==> config.mk <==
export PLATFORM = sky130hd
export DESIGN_NAME = fio_stream_ctrl
export DESIGN_NICKNAME = d
export VERILOG_FILES = /design/src/rtl/fio_stream_ctrl_pkg.sv /design/src/rtl/fio_fifo.sv /design/src/rtl/fio_stream_ctrl.sv
export SDC_FILE = /design/constraint.sdc
export NUM_CORES = 1
export LEC_CHECK = 0
export CAP_MARGIN = 15
export CORE_UTILIZATION = 50
export CTS_CLUSTER_SIZE = 14
export DETAILED_ROUTE_END_ITERATION = 16
export DONT_BUFFER_PORTS = 1
export PLACE_DENSITY = 0.66
export SLEW_MARGIN = 20
export SYNTH_ARGS = -nofsm -noshare
export SYNTH_HDL_FRONTEND = slang
export SYNTH_HIERARCHICAL = 1
export SYNTH_SLANG_ARGS = --single-unit
==> constraint.sdc <==
create_clock -name mclk -period 4.2 [get_ports mclk]
set_clock_uncertainty 0.2 [all_clocks]
set_input_delay 1.26 -clock mclk [delete_from_list [all_inputs] [get_ports mclk]]
set_output_delay 1.26 -clock mclk [all_outputs]
set_load 0.005 [all_outputs]
==> src/rtl/fio_stream_ctrl_pkg.sv <==
// Shared definitions for the file-I/O stream controller: register word
// indices within the 4-register window, CTRL/STATUS bit positions, TX FSM
// state encoding and the CTRL reset value.
package fio_stream_ctrl_pkg;

  // Word index of each register (byte offset >> 1)
  localparam int REG_STATUS = 0;
  localparam int REG_DATA   = 1;
  localparam int REG_CTRL   = 2;
  localparam int REG_LEVEL  = 3;

  // STATUS bits
  localparam int ST_RX_NEMPTY = 0;
  localparam int ST_TX_FULL   = 1;
  localparam int ST_TX_IDLE   = 2;
  localparam int ST_TX_OVF    = 3;

  // CTRL bits
  localparam int CT_TX_EN    = 0;
  localparam int CT_RX_EN    = 1;
  localparam int CT_TX_FLUSH = 2;
  localparam int CT_RX_FLUSH = 3;
  localparam int CT_RX_IE    = 4;
  localparam int CT_TX_IE    = 5;

  localparam logic [15:0] CTRL_RST = 16'h0003;

  typedef enum logic {
    TX_IDLE = 1'b0,
    TX_SEND = 1'b1
  } tx_state_e;

endpackage

==> src/rtl/fio_fifo.sv <==
// Purpose: generic synchronous FIFO used for both the TX and RX byte queues.
// Latency: push visible at dout/count after one clk edge; dout shows the head combinationally.
// Backpressure: push ignored when full unless a pop happens in the same cycle; flush wins over push/pop.
// Ports: clk, rst (async active-high), push/pop/flush strobes, din/dout data,
//        full/empty flags, count (occupancy, DEPTH_LOG2+1 bits).
module fio_fifo #(
  parameter int WIDTH      = 8,
  parameter int DEPTH_LOG2 = 3
) (
  input  logic                  clk,
  input  logic                  rst,
  input  logic                  push,
  input  logic                  pop,
  input  logic                  flush,
  input  logic [WIDTH-1:0]      din,
  output logic [WIDTH-1:0]      dout,
  output logic                  full,
  output logic                  empty,
  output logic [DEPTH_LOG2:0]   count
);

  localparam int DEPTH = 1 << DEPTH_LOG2;
  localparam logic [DEPTH_LOG2:0] CNT_ONE = {{DEPTH_LOG2{1'b0}}, 1'b1};

  logic [WIDTH-1:0]      mem [DEPTH];
  logic [DEPTH_LOG2-1:0] wr_ptr;
  logic [DEPTH_LOG2-1:0] rd_ptr;
  logic [DEPTH_LOG2:0]   count_q;
  logic                  do_pop;
  logic                  do_push;

  assign do_pop  = pop & ~empty;
  // A full FIFO still takes a byte when the head leaves in the same cycle.
  assign do_push = push & (~full | do_pop);

  // Count never exceeds DEPTH, so its MSB alone marks "full".
  assign full  = count_q[DEPTH_LOG2];
  assign empty = (count_q == '0);
  assign count = count_q;
  assign dout  = mem[rd_ptr];

  always_ff @(posedge clk or posedge rst) begin
    if (rst) begin
      wr_ptr  <= '0;
      rd_ptr  <= '0;
      count_q <= '0;
    end else if (flush) begin
      wr_ptr  <= '0;
      rd_ptr  <= '0;
      count_q <= '0;
    end else begin
      if (do_push) wr_ptr <= wr_ptr + 1'b1;
      if (do_pop)  rd_ptr <= rd_ptr + 1'b1;
      if (do_push && !do_pop)      count_q <= count_q + CNT_ONE;
      else if (do_pop && !do_push) count_q <= count_q - CNT_ONE;
    end
  end

  always_ff @(posedge clk) begin
    if (do_push && !flush) mem[wr_ptr] <= din;
  end

endmodule

==> src/rtl/fio_stream_ctrl.sv <==
// Purpose: MSP430 peripheral that buffers the file-I/O byte stream between CPU and host
//          (TX FIFO + drain FSM toward host, RX FIFO from host, STATUS/DATA/CTRL/LEVEL registers).
// Latency: per_dout combinational; CPU TX byte reaches host_tx_valid 2 edges after the write; irq +1 cycle.
// Backpressure: host_tx_ready stalls the drain FSM; host_rx_ready drops when RX is full or rx_en=0.
// Ports: mclk/puc_rst, openMSP430 peripheral bus (per_*), host TX and RX valid/ready channels,
//        irq (only when FIO_IRQ_EN is defined; otherwise CTRL[5:4] read 0).
module fio_stream_ctrl
  import fio_stream_ctrl_pkg::*;
#(
  parameter logic [14:0] BASE_ADDR     = 15'h00c8,
  parameter int          DEC_WD        = 3,
  parameter int          TX_DEPTH_LOG2 = 3,
  parameter int          RX_DEPTH_LOG2 = 3
) (
  input  logic        mclk,
  input  logic        puc_rst,
  input  logic [13:0] per_addr,
  input  logic [15:0] per_din,
  input  logic        per_en,
  input  logic [1:0]  per_we,
  output logic [15:0] per_dout,
  output logic [7:0]  host_tx_data,
  output logic        host_tx_valid,
  input  logic        host_tx_ready,
  input  logic [7:0]  host_rx_data,
  input  logic        host_rx_valid,
  output logic        host_rx_ready
`ifdef FIO_IRQ_EN
  ,
  output logic        irq
`endif
);

  localparam logic [RX_DEPTH_LOG2:0] RX_ONE = {{RX_DEPTH_LOG2{1'b0}}, 1'b1};

  // ---------------- address decode ----------------
  logic              reg_sel;
  logic [DEC_WD-2:0] reg_idx;
  logic              reg_rd;
  logic              reg_wr_lo;
  logic              sel_status, sel_data, sel_ctrl;
  logic              status_wr, data_wr, ctrl_wr, data_rd;

  // per_addr is a word address; BASE_ADDR is a byte address.
  assign reg_sel    = per_en & (per_addr[13:DEC_WD-1] == BASE_ADDR[14:DEC_WD]);
  assign reg_idx    = per_addr[DEC_WD-2:0];
  assign reg_rd     = reg_sel & (per_we == 2'b00);
  assign reg_wr_lo  = reg_sel & per_we[0];
  assign sel_status = (int'(reg_idx) == REG_STATUS);
  assign sel_data   = (int'(reg_idx) == REG_DATA);
  assign sel_ctrl   = (int'(reg_idx) == REG_CTRL);
  assign status_wr  = reg_wr_lo & sel_status;
  assign data_wr    = reg_wr_lo & sel_data;
  assign ctrl_wr    = reg_wr_lo & sel_ctrl;
  assign data_rd    = reg_rd & sel_data;

  // All register fields live in the low byte.
  logic unused_din_hi;
  assign unused_din_hi = &{1'b0, per_din[15:8]};

  // ---------------- CTRL ----------------
  logic tx_en, rx_en, rx_en_nxt, rx_ie, tx_ie;
  logic tx_flush, rx_flush;

  // Flush bits are single-cycle strobes taken straight from the write.
  assign tx_flush  = ctrl_wr & per_din[CT_TX_FLUSH];
  assign rx_flush  = ctrl_wr & per_din[CT_RX_FLUSH];
  assign rx_en_nxt = ctrl_wr ? per_din[CT_RX_EN] : rx_en;

  always_ff @(posedge mclk or posedge puc_rst) begin
    if (puc_rst) begin
      tx_en <= CTRL_RST[CT_TX_EN];
      rx_en <= CTRL_RST[CT_RX_EN];
    end else begin
      rx_en <= rx_en_nxt;
      if (ctrl_wr) tx_en <= per_din[CT_TX_EN];
    end
  end

  // ---------------- TX path ----------------
  logic                   tx_full, tx_empty, tx_load, tx_can_load, tx_drop, tx_ovf, tx_idle;
  logic [7:0]             tx_dout;
  logic [TX_DEPTH_LOG2:0] tx_count;
  tx_state_e              state, state_nxt;

  fio_fifo #(.WIDTH(8), .DEPTH_LOG2(TX_DEPTH_LOG2)) u_tx_fifo (
    .clk   (mclk),
    .rst   (puc_rst),
    .push  (data_wr),
    .pop   (tx_load),
    .flush (tx_flush),
    .din   (per_din[7:0]),
    .dout  (tx_dout),
    .full  (tx_full),
    .empty (tx_empty),
    .count (tx_count)
  );

  // No reload during a flush so that the flush leaves nothing behind.
  assign tx_can_load = tx_en & ~tx_empty & ~tx_flush;
  assign tx_drop     = data_wr & tx_full & ~tx_load;

  always_comb begin
    state_nxt = state;
    tx_load   = 1'b0;
    case (state)
      TX_IDLE: begin
        if (tx_can_load) begin
          tx_load   = 1'b1;
          state_nxt = TX_SEND;
        end
      end
      TX_SEND: begin
        // The byte in flight always completes; only the next load is gated.
        if (host_tx_ready) begin
          if (tx_can_load) tx_load = 1'b1;
          else             state_nxt = TX_IDLE;
        end
      end
      default: state_nxt = TX_IDLE;
    endcase
  end

  always_ff @(posedge mclk or posedge puc_rst) begin
    if (puc_rst) begin
      state        <= TX_IDLE;
      host_tx_data <= 8'h00;
      tx_ovf       <= 1'b0;
    end else begin
      state <= state_nxt;
      if (tx_load) host_tx_data <= tx_dout;
      if (tx_drop) tx_ovf <= 1'b1;
      else if (status_wr && per_din[ST_TX_OVF]) tx_ovf <= 1'b0;
    end
  end

  assign host_tx_valid = (state == TX_SEND);
  assign tx_idle       = tx_empty & (state == TX_IDLE);

  // ---------------- RX path ----------------
  logic                   rx_full, rx_empty, rx_push, rx_pop, rx_full_nxt;
  logic [7:0]             rx_dout;
  logic [RX_DEPTH_LOG2:0] rx_count, rx_count_nxt;

  assign rx_push = host_rx_valid & host_rx_ready;
  assign rx_pop  = data_rd & ~rx_empty;

  fio_fifo #(.WIDTH(8), .DEPTH_LOG2(RX_DEPTH_LOG2)) u_rx_fifo (
    .clk   (mclk),
    .rst   (puc_rst),
    .push  (rx_push),
    .pop   (rx_pop),
    .flush (rx_flush),
    .din   (host_rx_data),
    .dout  (rx_dout),
    .full  (rx_full),
    .empty (rx_empty),
    .count (rx_count)
  );

  // Ready is registered, so it is derived from where the count is heading.
  always_comb begin
    rx_count_nxt = rx_count;
    if (rx_flush)                 rx_count_nxt = '0;
    else if (rx_push && !rx_pop)  rx_count_nxt = rx_count + RX_ONE;
    else if (rx_pop && !rx_push)  rx_count_nxt = rx_count - RX_ONE;
  end
  assign rx_full_nxt = rx_count_nxt[RX_DEPTH_LOG2];

  always_ff @(posedge mclk or posedge puc_rst) begin
    if (puc_rst) host_rx_ready <= 1'b0;
    else         host_rx_ready <= rx_en_nxt & ~rx_full_nxt;
  end

  // ---------------- interrupt ----------------
`ifdef FIO_IRQ_EN
  always_ff @(posedge mclk or posedge puc_rst) begin
    if (puc_rst) begin
      rx_ie <= CTRL_RST[CT_RX_IE];
      tx_ie <= CTRL_RST[CT_TX_IE];
      irq   <= 1'b0;
    end else begin
      if (ctrl_wr) begin
        rx_ie <= per_din[CT_RX_IE];
        tx_ie <= per_din[CT_TX_IE];
      end
      irq <= (rx_ie & ~rx_empty) | (tx_ie & tx_idle);
    end
  end
`else
  assign rx_ie = 1'b0;
  assign tx_ie = 1'b0;
`endif

  // ---------------- read mux ----------------
  logic [7:0] tx_lvl, rx_lvl;
  assign tx_lvl = 8'(tx_count);
  assign rx_lvl = 8'(rx_count);

  always_comb begin
    per_dout = 16'h0000;
    if (reg_rd) begin
      if (sel_status)    per_dout = {12'h000, tx_ovf, tx_idle, tx_full, ~rx_empty};
      else if (sel_data) per_dout = {8'h00, rx_empty ? 8'h00 : rx_dout};
      else if (sel_ctrl) per_dout = {10'h000, tx_ie, rx_ie, 2'b00, rx_en, tx_en};
      else               per_dout = {rx_lvl, tx_lvl};
    end
  end

endmodule
==> flow_summary.json, run 1 <==
{
  "multiInputGateArea_mm2": 0.00247,
  "initial_core_util_pct": 52.1,
  "area_growth_pct": 12.4,
  "cts_made_buffers": 17,
  "crit_path_frequent_cell": "buf_4",
  "min_path_type": "flop to flop",
  "p_comb_share_pct": 0.6,
  "p_int_mw": 2.77,
  "tns_ns": 0,
  "n_antenna_cell": 0,
  "grt_use_met3_pct": 5.67,
  "peakVddDrop_uv": 267,
  "p_leak_nw": 2.98,
  "nNetsFinal": 520,
  "p_sw_uw": 602,
  "cts_max_path_buffers": 2,
  "yosys.area.top_type": "edfxtp_1",
  "cp.required_ns": 2.74,
  "drive_gt1_share_pct": 21.8,
  "met1_usage_pct": 27.9,
  "postCtsHoldBufs": 0,
  "via_count": 3898,
  "synth-seq-cells": 161,
  "antenna_found_initial": 0,
  "slew_violations": 0,
  "max_slew_margin_pct": 33.7,
  "grt_busiest_layer": "met2",
  "cts.sinks": 161,
  "max_stage_delay_ns": 0.39,
  "swShare_pct": 17.8,
  "clk_pin_slew_ns": 0.06,
  "grt_pass1_wl_mm": 21.6,
  "cp.arrival_ns": 2.56,
  "cp_top_family": "simple AND/OR/NAND/NOR gates",
  "syn_avg_cell_area_um2": 16.9,
  "period_share_pct": 95.8,
  "synthCells": 437,
  "die_h_um": 123,
  "fillers": 1056,
  "dr.pass1.iters": 5,
  "crit_path_max_fanout": 5,
  "gp_congestion": 0.794,
  "wl_per_cell_um": 21.4,
  "drcViolationCount": 0,
  "clkPwrFrac_pct": 48.3,
  "dieWidth_um": 123,
  "area.sequential_mm2": 0.00467,
  "synth_area_mm2": 0.00737,
  "synth_ff_type": "edfxtp_1",
  "worstSetupStartpointType": "input pin",
  "rsz0062_at_grt": "false",
  "clockRootBuffer": "clkbuf_16",
  "finalWirelength_mm": 14.1,
  "synth-edff-count": 128,
  "grt_max_degree": 19,
  "synthArstFlopShare_pct": 20.5,
  "tightest_slew_ns": 0.994,
  "maxCapViolCount": 0,
  "drt.antenna.violating_nets": 0,
  "synth.yosys.seq_area_share_pct": 63.4,
  "critPathCaptureType": "primary output",
  "worstPathCellList": "nor4bb_4 > nand4_1 > buf_4 > a2111oi_1 > buf_4 > buf_4",
  "rows": 43,
  "drt_iter0_drc": 260,
  "fin_crit_ns": 4.02,
  "grt-ovfl-total": 0,
  "pwr-share-seq_pct": 51.1,
  "port_buffers": 0,
  "cts.htree.levels": 4,
  "setup_violations": 0,
  "vias_per_cell": 5.92,
  "critPathKind": "input pin to primary output",
  "hold_viol_final": 0,
  "cts_tree": "built",
  "track_usage_pct": 20.2,
  "netlist_top_cells_area": "edfxtp_1, mux4_1, dfrtp_1",
  "grt_pass1_vias": 3815,
  "fmax_mhz": 248,
  "met2_usage_pct": 30.2,
  "pre_cts_ws_ns": 0.0924,
  "die_area_mm2": 0.0152,
  "cp_slowest_cell": "nor4bb_4",
  "synth_cell_types": 55,
  "core_mm2": 0.0141,
  "yosysTopAreaCellShare_pct": 52.2,
  "setup_slack_ns": 0.175,
  "path_buf_inv": 3,
  "insertion_delay_ns": 0.42,
  "pin_count": 71,
  "dpl.hpwl_mm": 9.44,
  "power_per_cell_area_mw_per_mm2": 408,
  "outcome": "completed",
  "yosysWarnings": 6
}
[flip-flops by register name, summed over array words and instances, names as in the netlist]
signal / count
host_tx_data: 8
u_tx_fifo/wr_ptr: 3
u_rx_fifo/rd_ptr: 3
host_tx_valid: 1
u_rx_fifo/mem: 64
tx_en: 1
u_tx_fifo/count: 4
u_tx_fifo/mem: 64
u_rx_fifo/wr_ptr: 3
rx_en: 1
tx_ovf: 1
host_rx_ready: 1
u_rx_fifo/count: 4
u_tx_fifo/rd_ptr: 3
[kinds of logic after synthesis]
| group | share of synthesized area (%) |
|---|---|
| flops | 63.4 |
| simple gates | 8.99 |
| mux | 16.8 |
| buf+inv | 3.23 |
| compound gates | 3.97 |
| xor+xnor | 1.66 |
| fa+ha+maj | 1.90 |
| other cells | 0.0509 |
[path summary, 6_finish.rpt]
kind / end / slack (ns) / cells past startpoint / startpoint
setup reg to reg: u_rx_fifo/count[3]$_DFFE_PP0P_ / 0.62 / 10 / u_rx_fifo/count[0]$_DFFE_PP0P_
hold reg to reg: host_tx_data[2]$_DFFE_PP0P_ / 0.34 / 1 / host_tx_data[2]$_DFFE_PP0P_
max in group asynchronous: host_tx_data[1]$_DFFE_PP0P_ / 2.79 / 1 / puc_rst
min in group asynchronous: u_tx_fifo/count[3]$_DFFE_PP0P_ / 0.51 / 1 / puc_rst
setup / recovery: per_dout[0] / 0.18 / 6 / per_addr[3]
hold / removal: host_tx_data[2]$_DFFE_PP0P_ / 0.34 / 1 / host_tx_data[2]$_DFFE_PP0P_
[synth_stat cells (all sizes together), types with 3 or more instances]
cell and instances:
a211oi 5, a21oi 7, and2 11, buf 17, clkbuf 8, dfrtp 31
edfxtp 128, ha 8, inv 13, mux2 27, mux2i 6, mux4 32
nand2 12, nand2b 11, nand3 6, nand4 3, nor2 39, nor2b 4
nor3 7, nor4 3, nor4b 4, o21ai 4, or3b 3, xnor2 8
xor2 6
[cells in the final DEF, fill, tap and decap left out, types with 3 or more instances in the layout]
| cell | count |
|---|---|
| and2_1 | 9 |
| clkinvlp_4 | 3 |
| nand3_1 | 6 |
| edfxtp_1 | 128 |
| nand4_1 | 3 |
| buf_4 | 31 |
| bufinv_16 | 4 |
| a211oi_1 | 5 |
| o21ai_0 | 4 |
| a21oi_1 | 6 |
| xnor2_1 | 8 |
| nor2b_1 | 4 |
| inv_1 | 13 |
| nand2_1 | 12 |
| mux2_2 | 19 |
| ha_1 | 8 |
| mux4_1 | 32 |
| clkbuf_1 | 3 |
| nor4_1 | 3 |
| xor2_1 | 6 |
| mux2i_1 | 6 |
| nand2b_1 | 11 |
| nor2_1 | 39 |
| nor3_1 | 7 |
| mux2_4 | 8 |
| clkbuf_8 | 3 |
| conb_1 | 4 |
| clkbuf_16 | 17 |
| dfrtp_1 | 31 |
[power by group through the flow]
stage	Combinational [mW]	Clock [mW]	Sequential, mW
3_3_place_gp	0.0215	0	1.76
6_report	0.0218	1.63	1.72
4_1_cts	0.0219	1.65	1.72
5_1_grt	0.0251	1.72	1.72
2_1_floorplan	0.0221	0	1.76
3_5_place_dp	0.0219	0	1.76
[repair_timing]
item,4_1_cts,5_1_grt
setup buffers,0,1
endpoints found under the setup margin,0,1
gates resized for setup,0,1
[worst reg2reg max path: cells and delay by family (launching register included)]
family / cells / cell delay [ns]
compound gates: 4 / 0.71
fa+ha+maj: 1 / 0.28
flops: 1 / 0.52
mux: 1 / 0.37
simple gates: 4 / 1.43
[metal layers]
| layer | routed length [um] | up-vias | share of wire, % |
|---|---|---|---|
| li1 | - | 1761 | - |
| met1 | 6360 | 1982 | 45 |
| met2 | 6470 | 141 | 46 |
| met3 | 1050 | 14 | 7.5 |
| met4 | 191 | 0 | 1.4 |
| met5 | 0 | - | 0 |
[metrics by stage]
step / instance area (um2) / hold slack, ns / std cells / power, mW / util [%]
after global placement: 7640 / 0.295 / 625 / 1.78 / 54.0
after CTS: 8270 / 0.343 / 657 / 3.40 / 58.4
after global routing: 8280 / 0.358 / 658 / 3.47 / 58.5
after floorplan: 7380 / 0.270 / 440 / 1.78 / -
final: 8280 / 0.336 / 658 / 3.38 / 58.5
after detailed placement: 7640 / 0.324 / 625 / 1.78 / 54.0
[area by class of cell]
| class | instances | area share [%] |
|---|---|---|
| flip-flops and latches | 161 | 56.4 |
| clock buffers | 23 | 5.77 |
| clock inverters | 9 | 1.86 |
| repair buffers | 31 | 2.81 |
| multi-input cells | 241 | 29.8 |
| well taps | 180 | 2.72 |
| inverters | 13 | 0.589 |
No activity file was read; power rests on OpenSTA's default activity.
==> run 2, diff against run 1 <==
--- a/config.mk
+++ b/config.mk
@@ -6,6 +6,7 @@
 export NUM_CORES = 1
 export LEC_CHECK = 0
 export CAP_MARGIN = 15
+export CORE_MARGIN = 5
 export CORE_UTILIZATION = 50
 export CTS_CLUSTER_SIZE = 14
 export DETAILED_ROUTE_END_ITERATION = 16
==> flow_summary.json, run 2 (same netlist as run 1, synthesis figures left out) <==
{
  "cts_max_path_buffers": 2,
  "tns_ns": 0,
  "grt-ovfl-total": 0,
  "critPathCaptureType": "primary output",
  "drt.antenna.violating_nets": 0,
  "setup_slack_ns": 0.161,
  "slew_violations": 0,
  "die_area_mm2": 0.0173,
  "clockRootBuffer": "clkbuf_16",
  "grt_pass1_wl_mm": 23.0,
  "maxCapViolCount": 0,
  "worstSetupStartpointType": "flop",
  "finalWirelength_mm": 14.4,
  "outcome": "completed",
  "drcViolationCount": 0,
  "core_mm2": 0.0145,
  "via_count": 3863,
  "crit_path_max_fanout": 11,
  "holdPathEnd": "host_tx_data[7]$_DFFE_PP0P_",
  "dpl.hpwl_mm": 9.97,
  "vias_per_cell": 5.73,
  "pre_cts_ws_ns": 0.0165,
  "multiInputGateArea_mm2": 0.00248,
  "fmax_mhz": 248,
  "nNetsFinal": 532,
  "cts_made_buffers": 17,
  "dr.pass1.iters": 4,
  "cts.sinks": 161,
  "min_path_cells": 1,
  "insertion_delay_ns": 0.42,
  "r2r_start": "u_tx_fifo/count[0]$_DFFE_PP0P_",
  "pin_count": 71,
  "placed_area_mm2": 0.00774,
  "grt_pass1_vias": 4002,
  "grt_max_degree": 19,
  "fin_crit_ns": 4.04,
  "tightest_slew_ns": 1.03,
  "final_common_cell": "edfxtp_1",
  "setup_violations": 0,
  "gp_congestion": 0.826,
  "area_growth_pct": 13.6,
  "area.sequential_mm2": 0.00467,
  "drt_iter0_drc": 210,
  "port_buffers": 0,
  "peakVddDrop_uv": 255,
  "initial_core_util_pct": 50.9,
  "die_h_um": 131,
  "final_area_mm2": 0.00837,
  "cts_setup_buffers": 0,
  "total_power_mw": 3.34,
  "fillers": 1072,
  "critPathKind": "flop to primary output",
  "rows": 44,
  "min_path_type": "flop to flop",
  "layout_common_cells": "edfxtp_1, buf_4, nor2_1, mux4_1, dfrtp_1",
  "worstRegToRegCells": 11,
  "max_slew_margin_pct": 31.3,
  "hold_viol_final": 0,
  "p_leak_nw": 3.04,
  "top_regs": "u_rx_fifo/mem: 64 flops, u_tx_fifo/mem: 64 flops, host_tx_data: 8 flops",
  "rr_endpoint": "u_tx_fifo/count[3]$_DFFE_PP0P_",
  "antenna_found_initial": 0,
  "worst_hold_startpoint": "host_tx_data[7]$_DFFE_PP0P_",
  "rsz0062_at_grt": "false",
  "period_share_pct": 96.2,
  "cp.required_ns": 2.74,
  "wl_per_cell_um": 21.4,
  "power_per_cell_area_mw_per_mm2": 399,
  "cts.htree.levels": 4,
  "dieWidth_um": 131,
  "track_usage_pct": 17.5,
  "drive_gt1_share_pct": 24.5,
  "final_util_pct": 57.8,
  "reg2reg_slack_ns": 0.85,
  "cts_tree": "built",
  "cp.arrival_ns": 2.58,
  "clk_pin_slew_ns": 0.06,
  "n_antenna_cell": 0
}
-- run 2: changes by cell type in the layout (fill, tap and decap cells not counted), moves of 2 or more --
cell        change
inv_8           +2
clkbuf_8        -3
clkinvlp_4      -2
buf_4          +12
clkinv_4        +2
clkbuf_1        -2
inv_6           +6
-- run 2: stage by stage --
step                cells  hold slack [ns]
floorplan             440            0.270
global placement      642            0.331
detailed placement    642            0.331
CTS                   674            0.349
global route          674            0.369
finish                674            0.341
-- run 2: worst max-delay path, cell delays in order, from the launching register on --
cell and delay, ns:
dfrtp_1 0.70, mux4_1 0.61, mux2_2 0.29, mux2i_1 0.19, a2111oi_2 0.11, buf_4 0.14
buf_4 0.12
-- run 2: final cells by class --
class                   count  area share (%)
clock buffers              18            5.13
flip-flops and latches    161            55.8
multi-input cells         241            29.6
clock inverters            14            2.27
inverters                  13           0.583
repair buffers             43            3.86
well taps                 184            2.75
-- run 2: how the worst max path moves through the flow --
stage | start | end | slack (ns) | depth (start not counted)
3_3_place_gp | per_addr[7] | per_dout[0] | 0.01 | 7
2_1_floorplan | per_addr[3] | u_rx_fifo/mem[0][0]$_DFFE_PP_ | 0.13 | 7
3_5_place_dp | per_addr[7] | u_tx_fifo/count[3]$_DFFE_PP0P_ | 0.02 | 11
6_report | u_rx_fifo/rd_ptr[0]$_DFFE_PP0P_ | per_dout[0] | 0.16 | 6
5_1_grt | u_rx_fifo/rd_ptr[0]$_DFFE_PP0P_ | per_dout[0] | 0.02 | 6
4_1_cts | per_addr[7] | per_dout[0] | 0.04 | 7
-- run 2: timing repair --
action	4_1_cts	5_1_grt
endpoints found under the hold margin	0	0
hold buffers	0	0
setup endpoints to repair	0	2
gates resized for setup	0	3
-- run 2: report_power, final --
part | switching, mW | internal, mW
registers | 0.000856 | 1.72
clock network | 0.637 | 0.956
logic | 0.0139 | 0.00951
total | 0.652 | 2.69
-- run 2: metal layers --
layer | global-route usage (%) | vias to the layer above | part of all wire [%]
met5 | 0 | - | 0
met4 | 5.14 | 0 | 0.98
met3 | 4.40 | 10 | 3.9
met2 | 26.9 | 88 | 48
met1 | 25.1 | 1972 | 47
li1 | - | 1793 | -
==> run 3, diff against run 2 <==
==> constraint.sdc (replaced) <==
create_clock -name mclk -period 5.1 [get_ports mclk]
set_clock_uncertainty 0.2 [all_clocks]
set_input_delay 1.53 -clock mclk [delete_from_list [all_inputs] [get_ports mclk]]
set_output_delay 1.53 -clock mclk [all_outputs]
set_load 0.005 [all_outputs]
==> flow_summary.json, run 3 (same netlist as run 1, synthesis figures left out) <==
{
  "outcome": "completed",
  "finalWirelength_mm": 14.4,
  "dr.pass1.iters": 4,
  "cts_tree": "built",
  "maxCapViolCount": 0,
  "cts_made_buffers": 17,
  "power_per_cell_area_mw_per_mm2": 314,
  "pre_cts_ws_ns": 0.368,
  "drt_iter0_drc": 239,
  "postCtsHoldBufs": 0,
  "crit_path_max_fanout": 7,
  "critPathCaptureType": "primary output",
  "worstSetupStartpointType": "input pin",
  "die_h_um": 131,
  "area_growth_pct": 10.7,
  "fmax_mhz": 214,
  "dpl.hpwl_mm": 9.73,
  "layout_common_cells": "edfxtp_1, nor2_1, mux4_1, dfrtp_1, buf_4",
  "total_power_mw": 2.56,
  "setup_violations": 0,
  "cts_resized": 0,
  "pin_count": 71,
  "layoutNonFillerInstCount": 659,
  "insertion_delay_ns": 0.42,
  "critPathKind": "input pin to primary output",
  "gp_congestion": 0.852,
  "cts_setup_buffers": 0,
  "grt_max_degree": 19,
  "tightest_slew_ns": 0.932,
  "wl_per_cell_um": 21.8,
  "dp.cells": 628,
  "rows": 44,
  "cp.required_ns": 3.37,
  "initial_core_util_pct": 50.9,
  "hold_viol_final": 0,
  "top_regs": "u_rx_fifo/mem: 64 flops, u_tx_fifo/mem: 64 flops, host_tx_data: 8 flops",
  "cts_max_path_buffers": 2,
  "clockRootBuffer": "clkbuf_16",
  "rsz0062_at_grt": "false",
  "cts.htree.levels": 4,
  "tns_ns": 0,
  "track_usage_pct": 17.1,
  "cp.arrival_ns": 2.93,
  "period_share_pct": 91.5,
  "setup_slack_ns": 0.436,
  "final_common_cell": "edfxtp_1",
  "antenna_found_initial": 0,
  "vias_per_cell": 5.78,
  "clk_pin_slew_ns": 0.06,
  "max_slew_margin_pct": 37.9,
  "dieWidth_um": 131,
  "reg2reg_slack_ns": 1.32,
  "p_leak_nw": 2.91,
  "slew_violations": 0,
  "cts.sinks": 161,
  "drt.antenna.violating_nets": 0,
  "grt_pass1_wl_mm": 22.4,
  "grt-ovfl-total": 0,
  "port_buffers": 0,
  "n_antenna_cell": 0,
  "min_path_type": "flop to flop",
  "core_mm2": 0.0145,
  "fin_crit_ns": 4.66,
  "drive_gt1_share_pct": 20.6,
  "nNetsFinal": 518,
  "grt_pass1_vias": 3975,
  "die_area_mm2": 0.0173,
  "peakVddDrop_uv": 219,
  "via_count": 3807,
  "drcViolationCount": 0
}
run 3: cell types whose count changed in the layout (fill, tap and decap cells not counted), sizes merged:
cell / before / now
clkinvlp: 1 / 2
buf: 43 / 29
inv: 21 / 17
bufinv: 3 / 0
clkinv: 2 / 7
run 3: layout make-up:
type                    count  area [um2]
fillers                  1102        6330
clock buffers              18         429
well taps                 184         230
inverters                  13        48.8
repair buffers             29         218
clock inverters            13        86.3
flip-flops and latches    161        4670
multi-input cells         241        2470
run 3: report_power, final:
part	leakage, nW	total (mW)	switching (mW)	internal (mW)
sequential	1.60	1.42	0.000867	1.42
clock	0.245	1.12	0.504	0.618
combinational	1.06	0.0183	0.0111	0.00721
run 3: critical path, cell delays in order:
cell	delay (ns)
nor4b_4	0.42
nand4_1	0.14
buf_4	0.20
a2111oi_0	0.43
buf_4	0.21
run 3: worst paths after layout:
check                                                     from                         endpoint  cells past startpoint
min in group asynchronous                              puc_rst  u_tx_fifo/rd_ptr[1]$_DFFE_PP0P_                      1
worst min-delay path               host_tx_data[2]$_DFFE_PP0P_      host_tx_data[2]$_DFFE_PP0P_                      1
worst min register to register     host_tx_data[2]$_DFFE_PP0P_      host_tx_data[2]$_DFFE_PP0P_                      1
worst max register to register  u_rx_fifo/count[0]$_DFFE_PP0P_   u_rx_fifo/count[3]$_DFFE_PP0P_                     11
max in group asynchronous                              puc_rst      host_tx_data[5]$_DFFE_PP0P_                      1
worst max-delay path                               per_addr[7]                      per_dout[0]                      5
run 3: metal layers:
metal / wire length, um / share of wire, % / vias up / global-route usage [%]
met5: 0 / 0 / - / 0
met4: 110 / 0.76 / 0 / 5.54
met3: 948 / 6.6 / 6 / 5.93
met2: 6670 / 46 / 99 / 25.4
met1: 6660 / 46 / 1942 / 23.9
li1: - / - / 1760 / -
run 3: through the flow:
step	util (%)	hold slack [ns]	instance area, um2
after detailed placement	52.7	0.328	7640
after global routing	56.3	0.362	8150
after CTS	56.3	0.349	8150
final	56.3	0.340	8150
after global placement	52.7	0.329	7640
after floorplan	-	0.270	7380
